### config.mk
export PLATFORM = sky130hd
export DESIGN_NAME = buffer_word_reader_flat
export DESIGN_NICKNAME = d
export VERILOG_FILES = /design/src/rtl/buffer_word_reader_pkg.sv /design/src/rtl/buffer_word_reader_if.sv /design/src/rtl/buffer_word_reader_fifo.sv /design/src/rtl/buffer_word_reader.sv /design/src/flat_wrapper.sv
export SDC_FILE = /design/constraint.sdc
export NUM_CORES = 1
export LEC_CHECK = 0
export ABC_CLOCK_PERIOD_IN_PS = 8900
export BUFFER_PORTS_ARGS = -buffer_cell sky130_fd_sc_hd__buf_2
export CORE_MARGIN = 5
export CORE_UTILIZATION = 55
export DETAILED_ROUTE_END_ITERATION = 12
export PLACE_DENSITY = 0.93
export SLEW_MARGIN = 20
export SYNTH_ARGS = -nofsm -noshare
export SYNTH_HDL_FRONTEND = slang
export SYNTH_SLANG_ARGS = --single-unit
### constraint.sdc
create_clock -name clk -period 8.9 [get_ports clk]
set_clock_uncertainty 0.1 [all_clocks]
set_input_delay 0.89 -clock clk [delete_from_list [all_inputs] [get_ports clk]]
set_output_delay 0.89 -clock clk [all_outputs]
set_load 0.02 [all_outputs]
### src/rtl/buffer_word_reader_pkg.sv
// Shared types and constants for the buffer word reader.
//   WORD_W     : width of one buffer word
//   FIFO_DEPTH : entries in the output skid FIFO
//   ENTRY_W    : FIFO entry width (word + last flag)
//   rd_state_t : reader FSM state encoding
package buffer_pkg;

   localparam int WORD_W     = 64;
   localparam int FIFO_DEPTH = 2;
   localparam int ENTRY_W    = WORD_W + 1;

   typedef enum logic [1:0] {
      ST_IDLE  = 2'd0,
      ST_READ  = 2'd1,
      ST_DRAIN = 2'd2
   } rd_state_t;

endpackage

### src/rtl/buffer_word_reader_if.sv
// Valid/ready word stream from the reader to the compute array.
//   m_valid : word valid            (master -> slave)
//   m_ready : consumer ready        (slave  -> master)
//   m_data  : 64-bit word           (master -> slave)
//   m_last  : final word of command (master -> slave)
interface buffer_word_reader_if;
   import buffer_pkg::*;

   logic              m_valid;
   logic              m_ready;
   logic [WORD_W-1:0] m_data;
   logic              m_last;

   modport master (output m_valid, output m_data, output m_last, input m_ready);
   modport slave  (input m_valid, input m_data, input m_last, output m_ready);

endinterface

### src/rtl/buffer_word_reader_fifo.sv
// skid_fifo2: 2-entry synchronous FIFO holding {last, data}.
//   clk, rst_n : clock, async active-low reset
//   push       : write push_data this cycle (caller guarantees not full)
//   push_data  : entry to write
//   pop        : drop head this cycle (caller guarantees not empty)
//   count      : current occupancy, 0..2
//   head       : oldest entry; stable until popped
module skid_fifo2
   import buffer_pkg::*;
(
   input  logic               clk,
   input  logic               rst_n,
   input  logic               push,
   input  logic [ENTRY_W-1:0] push_data,
   input  logic               pop,
   output logic [1:0]         count,
   output logic [ENTRY_W-1:0] head
);

   logic [ENTRY_W-1:0] mem [FIFO_DEPTH];
   logic               wr_ptr;
   logic               rd_ptr;

   always_ff @(posedge clk or negedge rst_n) begin
      if (!rst_n) begin
         for (int i = 0; i < FIFO_DEPTH; i++) mem[i] <= '0;
         wr_ptr <= 1'b0;
         rd_ptr <= 1'b0;
         count  <= 2'd0;
      end else begin
         if (push) begin
            mem[wr_ptr] <= push_data;
            wr_ptr      <= ~wr_ptr;
         end
         if (pop) rd_ptr <= ~rd_ptr;
         // Simultaneous push and pop leaves the count unchanged.
         count <= count + {1'b0, push} - {1'b0, pop};
      end
   end

   assign head = mem[rd_ptr];

endmodule

### src/rtl/buffer_word_reader.sv
// buffer_word_reader: fetches a contiguous run of 64-bit words from the
// activation/weight buffer (word mode) and streams them out as valid/ready,
// absorbing the 1-cycle buffer latency and backpressure with a 2-entry FIFO.
//   clk, rst_n      : clock, async active-low reset
//   start           : command strobe (accepted only when idle and not busy)
//   base_addr       : first word address
//   length          : word count, 0..BuffDepth/8
//   busy, done      : command in progress / 1-cycle completion pulse
//   buf_*           : buffer word port (read_en, write_en, addr_mode, word_addr, word_out)
//   word_stream     : output stream (master modport)
//   stall_cycles    : only with BUF_READER_STALL_CNT_EN defined; saturating
//                     count of m_valid & !m_ready cycles, cleared on start
//
// state    | meaning
// ---------+-----------------------------------------------------------
// ST_IDLE  | waiting for start
// ST_READ  | issuing buffer reads, throttled by FIFO space
// ST_DRAIN | all reads issued; waiting for the last beat to be taken
module buffer_word_reader
   import buffer_pkg::*;
#(
   parameter int BuffDepth = 256,
   parameter int WordAddrW = $clog2(BuffDepth/8)
) (
   input  logic                  clk,
   input  logic                  rst_n,
   input  logic                  start,
   input  logic [WordAddrW-1:0]  base_addr,
   input  logic [WordAddrW:0]    length,
   output logic                  busy,
   output logic                  done,
   output logic                  buf_read_en,
   output logic                  buf_write_en,
   output logic                  buf_addr_mode,
   output logic [WordAddrW-1:0]  buf_word_addr,
   input  logic [WORD_W-1:0]     buf_word_out,
   buffer_word_reader_if.master  word_stream
`ifdef BUF_READER_STALL_CNT_EN
   ,
   output logic [31:0]           stall_cycles
`endif
);

   localparam logic [WordAddrW:0]   REM_ONE  = 1;
   localparam logic [WordAddrW-1:0] ADDR_ONE = 1;

   rd_state_t              state_q, state_d;
   logic [WordAddrW:0]     remain_q;
   logic [WordAddrW-1:0]   addr_q;
   logic                   inflight_q;
   logic                   inflight_last_q;
   logic                   done_q;

   logic                   accept;
   logic                   pop;
   logic                   issue_last;
   logic                   drain_empty;
   logic [2:0]             occupancy;
   logic [1:0]             fifo_count;
   logic [ENTRY_W-1:0]     fifo_head;

   // done_q still high means the previous command is in its last busy cycle.
   assign accept      = (state_q == ST_IDLE) && start && !done_q;
   assign pop         = word_stream.m_valid && word_stream.m_ready;
   // Words that will be held next cycle before any new issue.
   assign occupancy   = {1'b0, fifo_count} + {2'b00, inflight_q} - {2'b00, pop};
   assign buf_read_en = (state_q == ST_READ) && (remain_q != '0) && (occupancy < 3'd2);
   assign issue_last  = buf_read_en && (remain_q == REM_ONE);
   // Only reachable in DRAIN for a zero-length command.
   assign drain_empty = (remain_q == '0) && (fifo_count == 2'd0) && !inflight_q;

   always_comb begin
      state_d = state_q;
      case (state_q)
         ST_IDLE:  if (accept) state_d = (length == '0) ? ST_DRAIN : ST_READ;
         ST_READ:  if (issue_last) state_d = ST_DRAIN;
         ST_DRAIN: if ((pop && fifo_head[WORD_W]) || drain_empty) state_d = ST_IDLE;
         default:  state_d = ST_IDLE;
      endcase
   end

   always_ff @(posedge clk or negedge rst_n) begin
      if (!rst_n) begin
         state_q         <= ST_IDLE;
         remain_q        <= '0;
         addr_q          <= '0;
         inflight_q      <= 1'b0;
         inflight_last_q <= 1'b0;
         done_q          <= 1'b0;
      end else begin
         state_q         <= state_d;
         inflight_q      <= buf_read_en;
         inflight_last_q <= issue_last;
         done_q          <= ((state_q == ST_DRAIN) && pop && fifo_head[WORD_W])
                            || (accept && (length == '0));
         if (accept) begin
            remain_q <= length;
            addr_q   <= base_addr;
         end else if (buf_read_en) begin
            remain_q <= remain_q - REM_ONE;
            addr_q   <= addr_q + ADDR_ONE;   // wraps naturally at BuffDepth/8
         end
      end
   end

   skid_fifo2 u_fifo (
      .clk       (clk),
      .rst_n     (rst_n),
      .push      (inflight_q),
      .push_data ({inflight_last_q, buf_word_out}),
      .pop       (pop),
      .count     (fifo_count),
      .head      (fifo_head)
   );

   assign busy          = (state_q != ST_IDLE) || done_q;
   assign done          = done_q;
   assign buf_write_en  = 1'b0;
   assign buf_addr_mode = 1'b1;
   assign buf_word_addr = addr_q;

   assign word_stream.m_valid = (fifo_count != 2'd0);
   assign word_stream.m_data  = fifo_head[WORD_W-1:0];
   assign word_stream.m_last  = fifo_head[WORD_W] && (fifo_count != 2'd0);

`ifdef BUF_READER_STALL_CNT_EN
   logic [31:0] stall_q;

   always_ff @(posedge clk or negedge rst_n) begin
      if (!rst_n) begin
         stall_q <= '0;
      end else if (accept) begin
         stall_q <= '0;
      end else if (word_stream.m_valid && !word_stream.m_ready && (stall_q != 32'hFFFF_FFFF)) begin
         stall_q <= stall_q + 32'd1;
      end
   end

   assign stall_cycles = stall_q;
`endif

endmodule

### src/flat_wrapper.sv
// flat-port wrapper written by rule: the top's interface ports become plain ports
module buffer_word_reader_flat import buffer_pkg::*;
#(
   parameter int BuffDepth = 256,
   parameter int WordAddrW = $clog2(BuffDepth/8)
)
  (clk, rst_n, start, base_addr, length, busy, done, buf_read_en, buf_write_en, buf_addr_mode, buf_word_addr, buf_word_out, word_stream_m_valid, word_stream_m_data, word_stream_m_last, word_stream_m_ready);
  buffer_word_reader_if word_stream_i ();
  input  logic clk;
  input  logic rst_n;
  input  logic start;
  input  logic [WordAddrW-1:0] base_addr;
  input  logic [WordAddrW:0] length;
  output logic busy;
  output logic done;
  output logic buf_read_en;
  output logic buf_write_en;
  output logic buf_addr_mode;
  output logic [WordAddrW-1:0] buf_word_addr;
  input  logic [WORD_W-1:0] buf_word_out;
  output wire logic [$bits(word_stream_i.m_valid)-1:0] word_stream_m_valid;
  output wire logic [$bits(word_stream_i.m_data)-1:0] word_stream_m_data;
  output wire logic [$bits(word_stream_i.m_last)-1:0] word_stream_m_last;
  input wire logic [$bits(word_stream_i.m_ready)-1:0] word_stream_m_ready;
  assign word_stream_m_valid = word_stream_i.m_valid;
  assign word_stream_m_data = word_stream_i.m_data;
  assign word_stream_m_last = word_stream_i.m_last;
  assign word_stream_i.m_ready = word_stream_m_ready;
  buffer_word_reader #(.BuffDepth(BuffDepth), .WordAddrW(WordAddrW)) u_core (.clk(clk), .rst_n(rst_n), .start(start), .base_addr(base_addr), .length(length), .busy(busy), .done(done), .buf_read_en(buf_read_en), .buf_write_en(buf_write_en), .buf_addr_mode(buf_addr_mode), .buf_word_addr(buf_word_addr), .buf_word_out(buf_word_out), .word_stream(word_stream_i));
endmodule
* After elaboration in Yosys (flattened, before gate mapping) *
Index checks and enable logic that the tools add are counted.

cells by class
  mux-type cells = 15
  reduce and logical (&&, ||, !) cells = 28
  add/sub/neg operators = 6
  order comparisons = 4
  equality and inequality tests = 6
  multiply operators = 0
  bitwise gates (word level) = 4
  shift-type cells = 0
  div/mod/pow operators = 0

operators with widths
  kind                                                        count
  two-way mux 65 bit                                          4
  bitwise mux 130 bit                                         1
  demux 65 bit (select 1 bit)                                 1
  logical AND 1 bit                                           14
  logical NOT 6 bit                                           2
  two-way mux 6 bit                                           2
  two-way mux 5 bit                                           2
  two-way mux 2 bit                                           4
  == test 6 x 1 -> 1 bit, second input constant               1
  != test 2 x 1 -> 1 bit, second input constant               3
  case mux 2 bit (3 select lines)                             1
  nonzero test 2 bit                                          3
  nonzero test 6 bit                                          1
  subtractor 6 x 1 -> 6 bit, second input constant            1
  adder 5 x 1 -> 5 bit, second input constant                 1
  >= comparator 2 bit, second input constant                  2
  logical NOT 2 bit                                           2
  inverter 1 -> 2 bit                                         2
  adder 2 x 1 -> 3 bit                                        1
  logical OR 1 bit                                            3
  less-than comparator 3 x 2 -> 1 bit, second input constant  1
  AND reduction 3 bit                                         1
  subtractor 3 x 1 -> 3 bit                                   1
  adder 2 x 1 -> 2 bit                                        1
  other kinds (6)                                             8

word-level totals
  ROM bits = 0
  bits in registers = 150
  output and inout port bits = 76
  bits in writable memories = 0
  memories kept = 0
  bits in latches = 0

* Depth between registers and ports, before layout *
Gate-level depths: netlist of the first run.

  word-level depth = 8
  gate-level depth with buffers = 11
  mapped depth without buffers = 10

* Modules after synthesis *
Synthesis of the first run repeated with hierarchy kept, for this count alone.

second synthesis, totals
  cells, all modules = 463
  area total of the unflattened synthesis = 6807.8 µm²

by module, submodules not included
  module              sequential area each (µm²)  cells an instance  times used  area each (µm²)
  skid_fifo2          3353.2                      360                1           5796.8
  buffer_word_reader  400.4                       103                1           1011.0

* Least setup slack after synthesis of the first run *
No wires, ideal clock.

  path type = input-to-output
  from = input word_stream_m_ready
  to = output buf_read_en
  required time = 7.910 ns
  arrival = 2.885 ns
  setup slack = 5.025 ns
  stages on the path = 9
  cell sequence = o21ai_0 -> or2_2 -> nand2_1 -> ha_1 -> fa_1 -> nor3b_1 -> o211ai_4 -> inv_4 -> buf_2

on the way
  cells in the longest elaborated chain, start to end = 4

ends and longest elaborated chain
  what                                 line                      source
  start, declared                      flat_wrapper.sv:24        input wire logic [$bits(word_stream_i.m_ready)-1:0] word_stream_m_ready;
  logical AND 1 bit                    buffer_word_reader.sv:64  assign pop = word_stream.m_valid && word_stream.m_ready;
  subtractor 3 x 1 -> 3 bit            buffer_word_reader.sv:66  assign occupancy = {1'b0, fifo_count} + {2'b00, inflight_q} - {2'b00, pop};
  named net u_core.occupancy[1]        buffer_word_reader.sv:58  logic [2:0] occupancy;
  less-than comparator 3 x 2 -> 1 bit  buffer_word_reader.sv:67  assign buf_read_en = (state_q == ST_READ) && (remain_q != '0) && (occupancy < 3'd2);
  logical AND 1 bit                    buffer_word_reader.sv:67
  end, declared                        flat_wrapper.sv:16        output logic buf_read_en;

The timed path passes the listed nets, and every way through them passes these cells.

* Worst setup path in the final report of the first run *
Same ends and word-level chain as after synthesis.

==> run metrics, run 1 <==
outcome finished, final reports clean; clk sink count 150; slew of the pin with the lowest slew margin 0.913 ns; critical path required time 7.91 ns; total buffers and inverters traversed by the critical path 3; root buf cell clkbuf_16; commonest non-fill, non-tap cell in the layout mux2_2; final wirelength 14300 um; initial antenna violation count 0; Setup Viol. Count Final 0; CP startpoint kind input port; initial drt markers 224; maxcap violations 0; post-synthesis sequential area ratio 56.3%; Tcrit/Tclk final 47.0%; Syn Inst Count 463; n_diodes 0; Post-CTS Hold Buffers 0; vias in the first global route 4748; Post-CTS Setup Bufs 0; final hold violations 0; fraction of layout cells with a size suffix above 1 62.7%; Max FO, Critical Path 15; Max Slew Vio Count 0; flop and latch count out of synthesis 150; Final ANT Viol Nets 0; Max-slew headroom 39.2%; Syn. warnings 0; clk slew on worst S/H paths 0.06 ns; area leader, netlist dfrtp_1; # fillers 817; routability cong. 0.837; most frequent CP cell buf_2; CP delay by family, top simple AND/OR/NAND/NOR gates; synthesis-to-finish area growth 22.3%; DRC Markers 0; grt ovf 0; placed wire-length estimate 9580 um; Die W 120 um; PwrDens 437 nW/um^2; io pins 155; Critical Path, Cell by Cell buf_2, o21ai_0, or2_2, nand2_1, ha_1, fa_1, nor3b_1, o211ai_4, inv_4, buf_2; Netlist Area Pre-Place 6670 um^2; die area 14400 um^2; TritonCTS clock tree done; Starting Density 55.8%; Syn Area/Cell 14.4 um^2; fmax 0.239 GHz; Worst path depth 10; Vias/cell 5.59; synth top area cells dfrtp_1, mux2_2, clkbuf_1, ha_1, nor2_1; GRT Total Usage 20.7%; Resize count post-CTS 0; Syn Nets 548; hold depth 1; Fin Hold WS 0.402 ns; reg2reg end u_core.buf_word_addr[4]$_DFFE_PN0P_; Synth cell types 44; most frequent cells in the layout mux2_2, buf_2, dfrtp_1; WS Path Type input port to output port; CP max stage cell fa_1; Max Buffers Root-to-Sink 2; die height 120 um; Tot Pwr 3.56 mW; port bufs 152; type of the tightest min-delay check flop to flop; Via Count 4310; Worst setup EP type output port; Reg2Reg Launch Point u_core.u_fifo.count[1]$_DFF_PN0_; top cell type's share of synthesized area 56.3%; Layout Nets 696; CP startpoint word_stream_m_ready; Reg2Reg Depth 10; LEAKAGE 3.71 nW; CTS Buf Count 17; first drt pass iteration count 4; RSZ-0062 raised after global routing false; # rows 40; Critical Path Sink buf_read_en; minimum clock period 4.18 ns; slowest cell delay on critical path 0.43 ns; final core utilization 68.2%; H-tree Lvls 4; Worst-Skew Late Latency 0.41 ns; R2R Setup Slk 5.50 ns; WL per Instance 18.5 um; VDD IR max 0.255 mV; largest net degree at the start of global routing 84; arrival time at the worst endpoint 3.19 ns; core area 12000 um^2; final setup TNS 0 ns; global-route wire length before repair 23500 um
report_power, final:
group / total (mW) / switching (mW) / internal (mW)
clock: 0.719 / 0.271 / 0.447
combinational: 1.60 / 0.829 / 0.773
sequential: 1.24 / 0.214 / 1.03
total: 3.56 / 1.31 / 2.25
per-layer routing:
layer,up-vias,GRT usage (%),routed length (um)
li1,1961,-,-
met1,2201,25.2,5930
met2,130,35.9,7400
met3,18,5.33,790
met4,0,6.66,181
met5,-,0,0
kinds of logic after synthesis:
kind of cell | count (synthesis) | share of synthesized area [%]
AOI/OAI and AO/OA | 20 | 2.46
xor gates and xnor gates | 3 | 0.394
adders and majority gates | 6 | 1.24
buffers and inverters | 35 | 2.16
DFF | 150 | 56.3
muxes | 199 | 33.6
other | 2 | 0.113
and+or+nand+nor | 48 | 3.75
sequential cells by signal, indices dropped and copies added (netlist names):
| register | cells |
|---|---|
| u_core.u_fifo.mem | 130 |
| u_core.remain_q | 6 |
| u_core.buf_word_addr | 5 |
| u_core.state_q | 2 |
| u_core.u_fifo.count | 2 |
| u_core.done | 1 |
| u_core.inflight_last_q | 1 |
| u_core.inflight_q | 1 |
| u_core.u_fifo.rd_ptr | 1 |
| u_core.u_fifo.wr_ptr | 1 |
stage by stage:
| stage | setup slack [ns] | std cells | instance area, um^2 |
|---|---|---|---|
| 2_1_floorplan | 5.03 | 463 | 6670 |
| 3_3_place_gp | 4.82 | 739 | 7550 |
| 3_5_place_dp | 4.69 | 739 | 7550 |
| 4_1_cts | 4.70 | 771 | 8150 |
| 5_1_grt | 4.51 | 771 | 8160 |
| 6_report | 4.72 | 771 | 8160 |
how the worst min path moves through the flow:
stage	start	end	slack [ns]
after floorplan	u_core.u_fifo.wr_ptr$_DFFE_PN0P_	u_core.u_fifo.wr_ptr$_DFFE_PN0P_	0.36
after global placement	u_core.inflight_last_q$_DFF_PN0_	u_core.u_fifo.mem[64]$_DFFE_PN0P_	0.38
after detailed placement	u_core.u_fifo.mem[36]$_DFFE_PN0P_	u_core.u_fifo.mem[36]$_DFFE_PN0P_	0.39
after CTS	u_core.u_fifo.mem[36]$_DFFE_PN0P_	u_core.u_fifo.mem[36]$_DFFE_PN0P_	0.40
after global routing	u_core.u_fifo.mem[89]$_DFFE_PN0P_	u_core.u_fifo.mem[89]$_DFFE_PN0P_	0.41
final	u_core.u_fifo.mem[5]$_DFFE_PN0P_	u_core.u_fifo.mem[5]$_DFFE_PN0P_	0.40
cells in the mapped netlist:
library cell / number
nand2_1: 9
a211oi_1: 1
nor2_1: 13
and3_1: 1
xor2_1: 2
nor2b_1: 2
o211ai_1: 1
or3_1: 3
nand4_1: 1
nand4bb_1: 1
nand2b_1: 1
nor3_1: 6
o211ai_4: 1
ha_1: 5
o21ai_0: 3
nor3b_1: 1
a22oi_1: 1
or4_4: 1
a21oi_1: 2
xnor2_1: 1
or2_2: 1
mux2i_1: 3
a32oi_1: 1
conb_1: 2
buf_4: 2
a221o_1: 3
o221a_2: 1
a31oi_1: 1
nand3_1: 4
buf_1: 3
buf_2: 2
or4_1: 1
nor4_1: 1
dfrtp_1: 150
a311oi_1: 2
o22ai_1: 2
a221oi_1: 1
inv_4: 1
clkbuf_1: 20
nand4b_1: 2
mux2_2: 195
fa_1: 1
inv_1: 7
mux2_4: 1
area by class of cell:
class                   count  area, um^2  area share, %
well taps                 147         184           2.26
clock inverters            12         154           1.89
inverters                   8        32.5          0.399
clock buffers              20         447           5.48
multi-input cells         278        2790           34.2
flip-flops and latches    150        3750           46.0
repair buffers            156         797           9.77
Note: power is estimated with default switching activity, not from simulation.
==> inputs of run 2 (changes only) <==
--- a/config.mk
+++ b/config.mk
@@ -5,12 +5,12 @@
 export SDC_FILE = /design/constraint.sdc
 export NUM_CORES = 1
 export LEC_CHECK = 0
-export ABC_CLOCK_PERIOD_IN_PS = 8900
+export ABC_CLOCK_PERIOD_IN_PS = 3600
 export BUFFER_PORTS_ARGS = -buffer_cell sky130_fd_sc_hd__buf_2
 export CORE_MARGIN = 5
-export CORE_UTILIZATION = 55
+export CORE_UTILIZATION = 49
 export DETAILED_ROUTE_END_ITERATION = 12
-export PLACE_DENSITY = 0.93
+export PLACE_DENSITY = 0.89
 export SLEW_MARGIN = 20
 export SYNTH_ARGS = -nofsm -noshare
 export SYNTH_HDL_FRONTEND = slang
==> constraint.sdc (replaced) <==
create_clock -name clk -period 3.6 [get_ports clk]
set_clock_uncertainty 0.1 [all_clocks]
set_input_delay 0.36 -clock clk [delete_from_list [all_inputs] [get_ports clk]]
set_output_delay 0.36 -clock clk [all_outputs]
set_load 0.02 [all_outputs]
==> run 2 against run 1 <==
Effect of this change:
- register-to-register slack worse by 5.0 ns
- first-iteration DRC count decreased by 24%
- flip-flop and latch count unchanged
- sequential power grew 150%
- die area rose by 11%
- count of clock-buffer cells in the layout is 3 higher
- core utilization is 6.0 points lower
==> run metrics, run 2 (same netlist as run 1, synthesis figures left out) <==
outcome finished, final reports clean; largest register by flop count u_core.u_fifo.mem; root buf cell clkbuf_16; VDD IR max 0.644 mV (+150%); Vias/cell 5.40 (-3.5%); synthesis-to-finish area growth 23.9%; minimum clock period 3.39 ns; clk sink count 150 (unchanged); Max Buffers Root-to-Sink 2 (unchanged); largest net degree at the start of global routing 88 (+4.8%); LEAKAGE 3.76 nW (+1.4%); CTS Buf Count 17 (unchanged); max reg flops 130 (unchanged); n_diodes 0 (unchanged); vias in the first global route 4761 (+0.27%); WL per Instance 17.3 um (-6.6%); Max-slew headroom 28.5% (-11 points); WS Path Type flop to output port; H-tree Lvls 4 (unchanged); Starting Density 50.2% (-5.6 points); Max FO, Critical Path 15 (unchanged); Worst setup EP type output port; CP startpoint u_core.u_fifo.count[1]$_DFF_PN0_; TritonCTS clock tree done; placed wire-length estimate 9530 um (-0.60%); core area 13300 um^2 (+11%); final setup TNS 0 ns (unchanged); initial antenna violation count 0 (unchanged); Reg2Reg Launch Point u_core.u_fifo.count[1]$_DFF_PN0_; CP startpoint kind flop; io pins 155 (unchanged); grt ovf 0 (unchanged); most frequent cells in the layout mux2_2, buf_2, dfrtp_1; R2R Setup Slk 0.46 ns (-5.04 ns); final hold violations 0 (unchanged); global-route wire length before repair 23200 um (-1.2%); maxcap violations 0 (unchanged); Setup Viol. Count Final 0 (unchanged); Via Count 4316 (+0.14%); Max Slew Vio Count 0 (unchanged); commonest non-fill, non-tap cell in the layout mux2_2; Fin Hold WS 0.0516 ns (-0.350 ns); # rows 42 (+5.0%); arrival time at the worst endpoint 2.93 ns (-0.26 ns); PwrDens 1080 nW/um^2 (+150%); fraction of layout cells with a size suffix above 1 62.3% (-0.32 points); type of the tightest min-delay check input port to flop; critical path required time 3.14 ns (-4.77 ns); Post-Layout Cell Count 800 (+3.8%); Layout Nets 697 (+0.14%); RSZ-0062 raised after global routing false; GRT Total Usage 18.1% (-2.6 points); die height 127 um (+5.4%); initial drt markers 170 (-24%); reg2reg end u_core.buf_word_addr[4]$_DFFE_PN0P_; Tot Pwr 8.90 mW (+150%); slew of the pin with the lowest slew margin 1.06 ns (+0.151 ns); placed cell count 768 (+3.9%); Die W 127 um (+5.4%); # fillers 989 (+21%); DRC Markers 0 (unchanged); Reg2Reg Depth 10 (unchanged); Critical Path Sink buf_read_en; first drt pass iteration count 4 (unchanged); die area 16000 um^2 (+11%); fmax 0.295 GHz; routability cong. 0.855 (+2.2%); Worst-Skew Late Latency 0.41 ns (about the same); Tcrit/Tclk final 94.3%; Final ANT Viol Nets 0 (unchanged); port bufs 152 (unchanged); clk slew on worst S/H paths 0.06 ns (about the same); final wirelength 13900 um (-3.1%)
[run 2: cell types whose count changed in the layout (fill, tap and decap cells not counted), sizes merged]
| cell | previous run | this run |
|---|---|---|
| bufinv | 3 | 4 |
| clkbuf | 20 | 23 |
| clkinv | 3 | 2 |
| clkinvlp | 6 | 1 |
| dlygate4sd3 | 0 | 1 |
| inv | 8 | 9 |
[run 2: critical path, cell delays in order (launching register included)]
cell and delay, ns:
dfrtp_1 0.42, o21ai_1 0.29, or2_2 0.19, nand2_1 0.06, ha_1 0.19, fa_1 0.49, nor3b_2 0.28, o211ai_4 0.19
inv_4 0.20, buf_2 0.20
[run 2: layout make-up]
cell class              count  area [um^2]  area share (%)
flip-flops and latches    150         3750            45.4
multi-input cells         278         2790            33.7
repair buffers            157          845            10.2
clock buffers              23          478            5.78
well taps                 176          220            2.67
clock inverters             8          146            1.77
inverters                   8         32.5           0.394
[run 2: how the worst min path moves through the flow]
stage,depth (start not counted),startpoint,slack [ns],endpoint
6_report,3,base_addr[1],0.05,u_core.buf_word_addr[1]$_DFFE_PN0P_
5_1_grt,3,base_addr[1],0.06,u_core.buf_word_addr[1]$_DFFE_PN0P_
2_1_floorplan,0,rst_n,-0.04,u_core.buf_word_addr[0]$_DFFE_PN0P_
4_1_cts,3,base_addr[1],0.03,u_core.buf_word_addr[1]$_DFFE_PN0P_
3_5_place_dp,1,rst_n,0.37,u_core.u_fifo.mem[58]$_DFFE_PN0P_
3_3_place_gp,1,rst_n,0.35,u_core.u_fifo.mem[123]$_DFFE_PN0P_
[run 2: power breakdown]
part / switching (mW) / internal [mW]
registers: 0.541 / 2.54
logic: 2.02 / 1.94
clock network: 0.641 / 1.21
[run 2: stage by stage]
| step | setup slack, ns | cell area [um^2] | util, % |
|---|---|---|---|
| final | 0.206 | 8260 | 62.1 |
| after global placement | 0.358 | 7620 | 57.3 |
| after global routing | 0.0443 | 8260 | 62.1 |
| after floorplan | 0.564 | 6670 | - |
| after CTS | 0.0229 | 8260 | 62.1 |
| after detailed placement | 0.150 | 7620 | 57.3 |
[run 2: timing repair]
action,CTS,global route
endpoints found under the hold margin,86,0
buffers inserted,0,0
resized for setup,1,1
hold buffers,1,0
setup endpoints to repair,1,1
[run 2: routing by layer]
layer	share of wire, %	GRT usage (%)	routed length, um
met5	0	0	0
met4	1.8	6.50	247
met3	6.0	5.00	838
met2	52	31.1	7160
met1	40	21.7	5610
==> inputs of run 3 (changes only) <==
--- a/config.mk
+++ b/config.mk
@@ -10,7 +10,8 @@
 export CORE_MARGIN = 5
 export CORE_UTILIZATION = 49
 export DETAILED_ROUTE_END_ITERATION = 12
-export PLACE_DENSITY = 0.89
+export GPL_TIMING_DRIVEN = 0
+export PLACE_DENSITY = 0.77
 export SLEW_MARGIN = 20
 export SYNTH_ARGS = -nofsm -noshare
 export SYNTH_HDL_FRONTEND = slang
==> run 3 against run 2 <==
Effect of this change:
- fmax is 0.81% lower
- combinational power rose by 3%
- first-iteration DRC count shrank 5.3%
- non-clock buffer count is 24 higher
- worst hold slack got worse by 0.0057 ns
- final cell count increased by 3.1%
- count of clock-buffer cells in the layout rose by 1
- routed wire length rose by 3.7%
- setup slack worse by 0.028 ns
- register-to-register slack better by 0.24 ns
- global-route usage is 0.76 points higher
==> run metrics, run 3 (same netlist as run 1, synthesis figures left out) <==
Max Buffers Root-to-Sink 2 (unchanged); die height 127 um (unchanged); Tcrit/Tclk final 95.1% (+0.77 points); first drt pass iteration count 4 (unchanged); final instance area 8310 um^2 (+0.55%); clk slew on worst S/H paths 0.06 ns (about the same); die area 16000 um^2 (unchanged); minimum clock period 3.42 ns (+0.0277 ns); CTS Buf Count 17 (unchanged); most frequent cells in the layout mux2_2, buf_2, dfrtp_1; largest register by flop count u_core.u_fifo.mem; maxcap violations 0 (unchanged); fraction of layout cells with a size suffix above 1 59.9% (-2.4 points); global-route wire length before repair 24000 um (+3.4%); CP startpoint kind flop; Die W 127 um (unchanged); Worst-Skew Late Latency 0.41 ns (about the same); root buf cell clkbuf_16; Final ANT Viol Nets 0 (unchanged); slowest cell delay on critical path 0.50 ns (about the same); Max Slew Vio Count 0 (unchanged); WS Path Type flop to output port; DP Area 7690 um^2 (+0.84%); Tot Pwr 8.83 mW (-0.78%); H-tree Lvls 4 (unchanged); final setup TNS 0 ns (unchanged); most frequent CP cell buf_2; Via Count 4318 (+0.046%); final hold violations 0 (unchanged); Max-slew headroom 24.0% (-4.5 points); initial drt markers 161 (-5.3%); Setup Viol. Count Final 0 (unchanged); n_diodes 0 (unchanged); VDD IR max 0.701 mV (+8.9%); fmax 0.292 GHz (-0.81%); routability cong. 0.852 (-0.37%); Layout Nets 721 (+3.4%); initial antenna violation count 1 (+1); Critical Path, Cell by Cell o21ai_4, or2_2, nand2_1, ha_1, fa_1, nor3b_4, o211ai_4, inv_4, buf_2, buf_2; CP max stage cell fa_1; RSZ-0062 raised after global routing false; DRC Markers 0 (unchanged); slew of the pin with the lowest slew margin 1.13 ns (+0.0672 ns); max reg flops 130 (unchanged); io pins 155 (unchanged); LEAKAGE 3.78 nW (+0.33%); Vias/cell 5.23 (-3.0%); Max FO, Critical Path 11 (-4); Fin Hold WS 0.0459 ns (-0.00569 ns); placed wire-length estimate 10500 um (+10%); core area 13300 um^2 (unchanged); Starting Density 50.2% (unchanged); TritonCTS clock tree done; commonest non-fill, non-tap cell in the layout mux2_2; type of the tightest min-delay check input port to flop; vias in the first global route 4777 (+0.34%); Worst setup EP type output port; outcome finished, final reports clean; PwrDens 1060 nW/um^2 (-1.3%); port bufs 152 (unchanged); GRT Total Usage 18.8% (+0.76 points); critical path required time 3.14 ns (about the same); WL per Instance 17.4 um (+0.53%); synthesis-to-finish area growth 24.6%; # rows 42 (unchanged); largest net degree at the start of global routing 80 (-9.1%); clk sink count 150 (unchanged); grt ovf 0 (unchanged); arrival time at the worst endpoint 2.96 ns (+0.03 ns); final wirelength 14400 um (+3.7%)
## run 3: cell count changes in the layout (fill, tap and decap cells not counted), moves of 2 or more
cell	before	now
clkbuf_1	3	23
buf_2	151	153
buf_12	3	0
buf_1	0	3
bufinv_16	4	2
clkinv_2	2	4
## run 3: final timing paths
| check | cells after the start | slack [ns] | from | to |
|---|---|---|---|---|
| worst max-delay path | 10 | 0.18 | u_core.u_fifo.count[1]$_DFF_PN0_ | buf_read_en |
| worst min-delay path | 3 | 0.05 | base_addr[1] | u_core.buf_word_addr[1]$_DFFE_PN0P_ |
| min in group asynchronous | 2 | 0.39 | rst_n | u_core.u_fifo.mem[95]$_DFFE_PN0P_ |
| worst min register to register | 1 | 0.39 | u_core.u_fifo.wr_ptr$_DFFE_PN0P_ | u_core.u_fifo.wr_ptr$_DFFE_PN0P_ |
| worst max register to register | 10 | 0.70 | u_core.u_fifo.count[1]$_DFF_PN0_ | u_core.buf_word_addr[4]$_DFFE_PN0P_ |
| max in group asynchronous | 3 | 2.25 | rst_n | u_core.u_fifo.mem[0]$_DFFE_PN0P_ |
## run 3: timing repair
action | 4_1_cts | 5_1_grt
buffers inserted | 0 | 0
hold buffers | 1 | 0
gates cloned | 0 | 0
hold endpoints to repair | 71 | 0
gates resized for setup | 3 | 2
setup endpoints to repair | 1 | 1
## run 3: area by class of cell
type,count,area (um^2)
Inverter,8,32.5
Timing Repair Buffer,154,808
Buffer,27,111
Sequential cell,150,3750
Clock buffer,24,492
Fill cell,1024,4990
Tap cell,176,220
Clock inverter,8,96.3
Multi-Input combinational cell,278,2790
## run 3: power by group
part	internal [mW]	total, mW	leakage (nW)	switching [mW]
Combinational	1.96	4.10	1.71	2.15
Clock	1.09	1.73	0.290	0.642
Sequential	2.54	2.99	1.77	0.455
Total	5.58	8.83	3.78	3.24
## run 3: critical path: cells and delay by family (launching register included)
| family | cells | cell delay (ns) |
|---|---|---|
| AOI/OAI and AO/OA | 2 | 0.39 |
| adders and majority gates | 2 | 0.68 |
| and+or+nand+nor | 3 | 0.47 |
| buffers and inverters | 3 | 0.55 |
| DFF | 1 | 0.44 |
## run 3: layer usage
layer / share of wire, % / global-route usage (%) / vias up
met1: 41 / 23.0 / 2173
li1: - / - / 2005
met4: 1.0 / 5.74 / 2
met3: 5.8 / 5.67 / 19
met5: 0.049 / 0 / -
met2: 52 / 32.2 / 119
## run 3: per-stage QoR
step                utilization [%]  worst slack (ns)  instances
detailed placement             57.8             0.112        792
floorplan                         -             0.564        463
finish                         62.5             0.178        825
global placement               57.5            0.0921        791
CTS                            62.4             0.103        825
global route                   62.5           0.00797        825
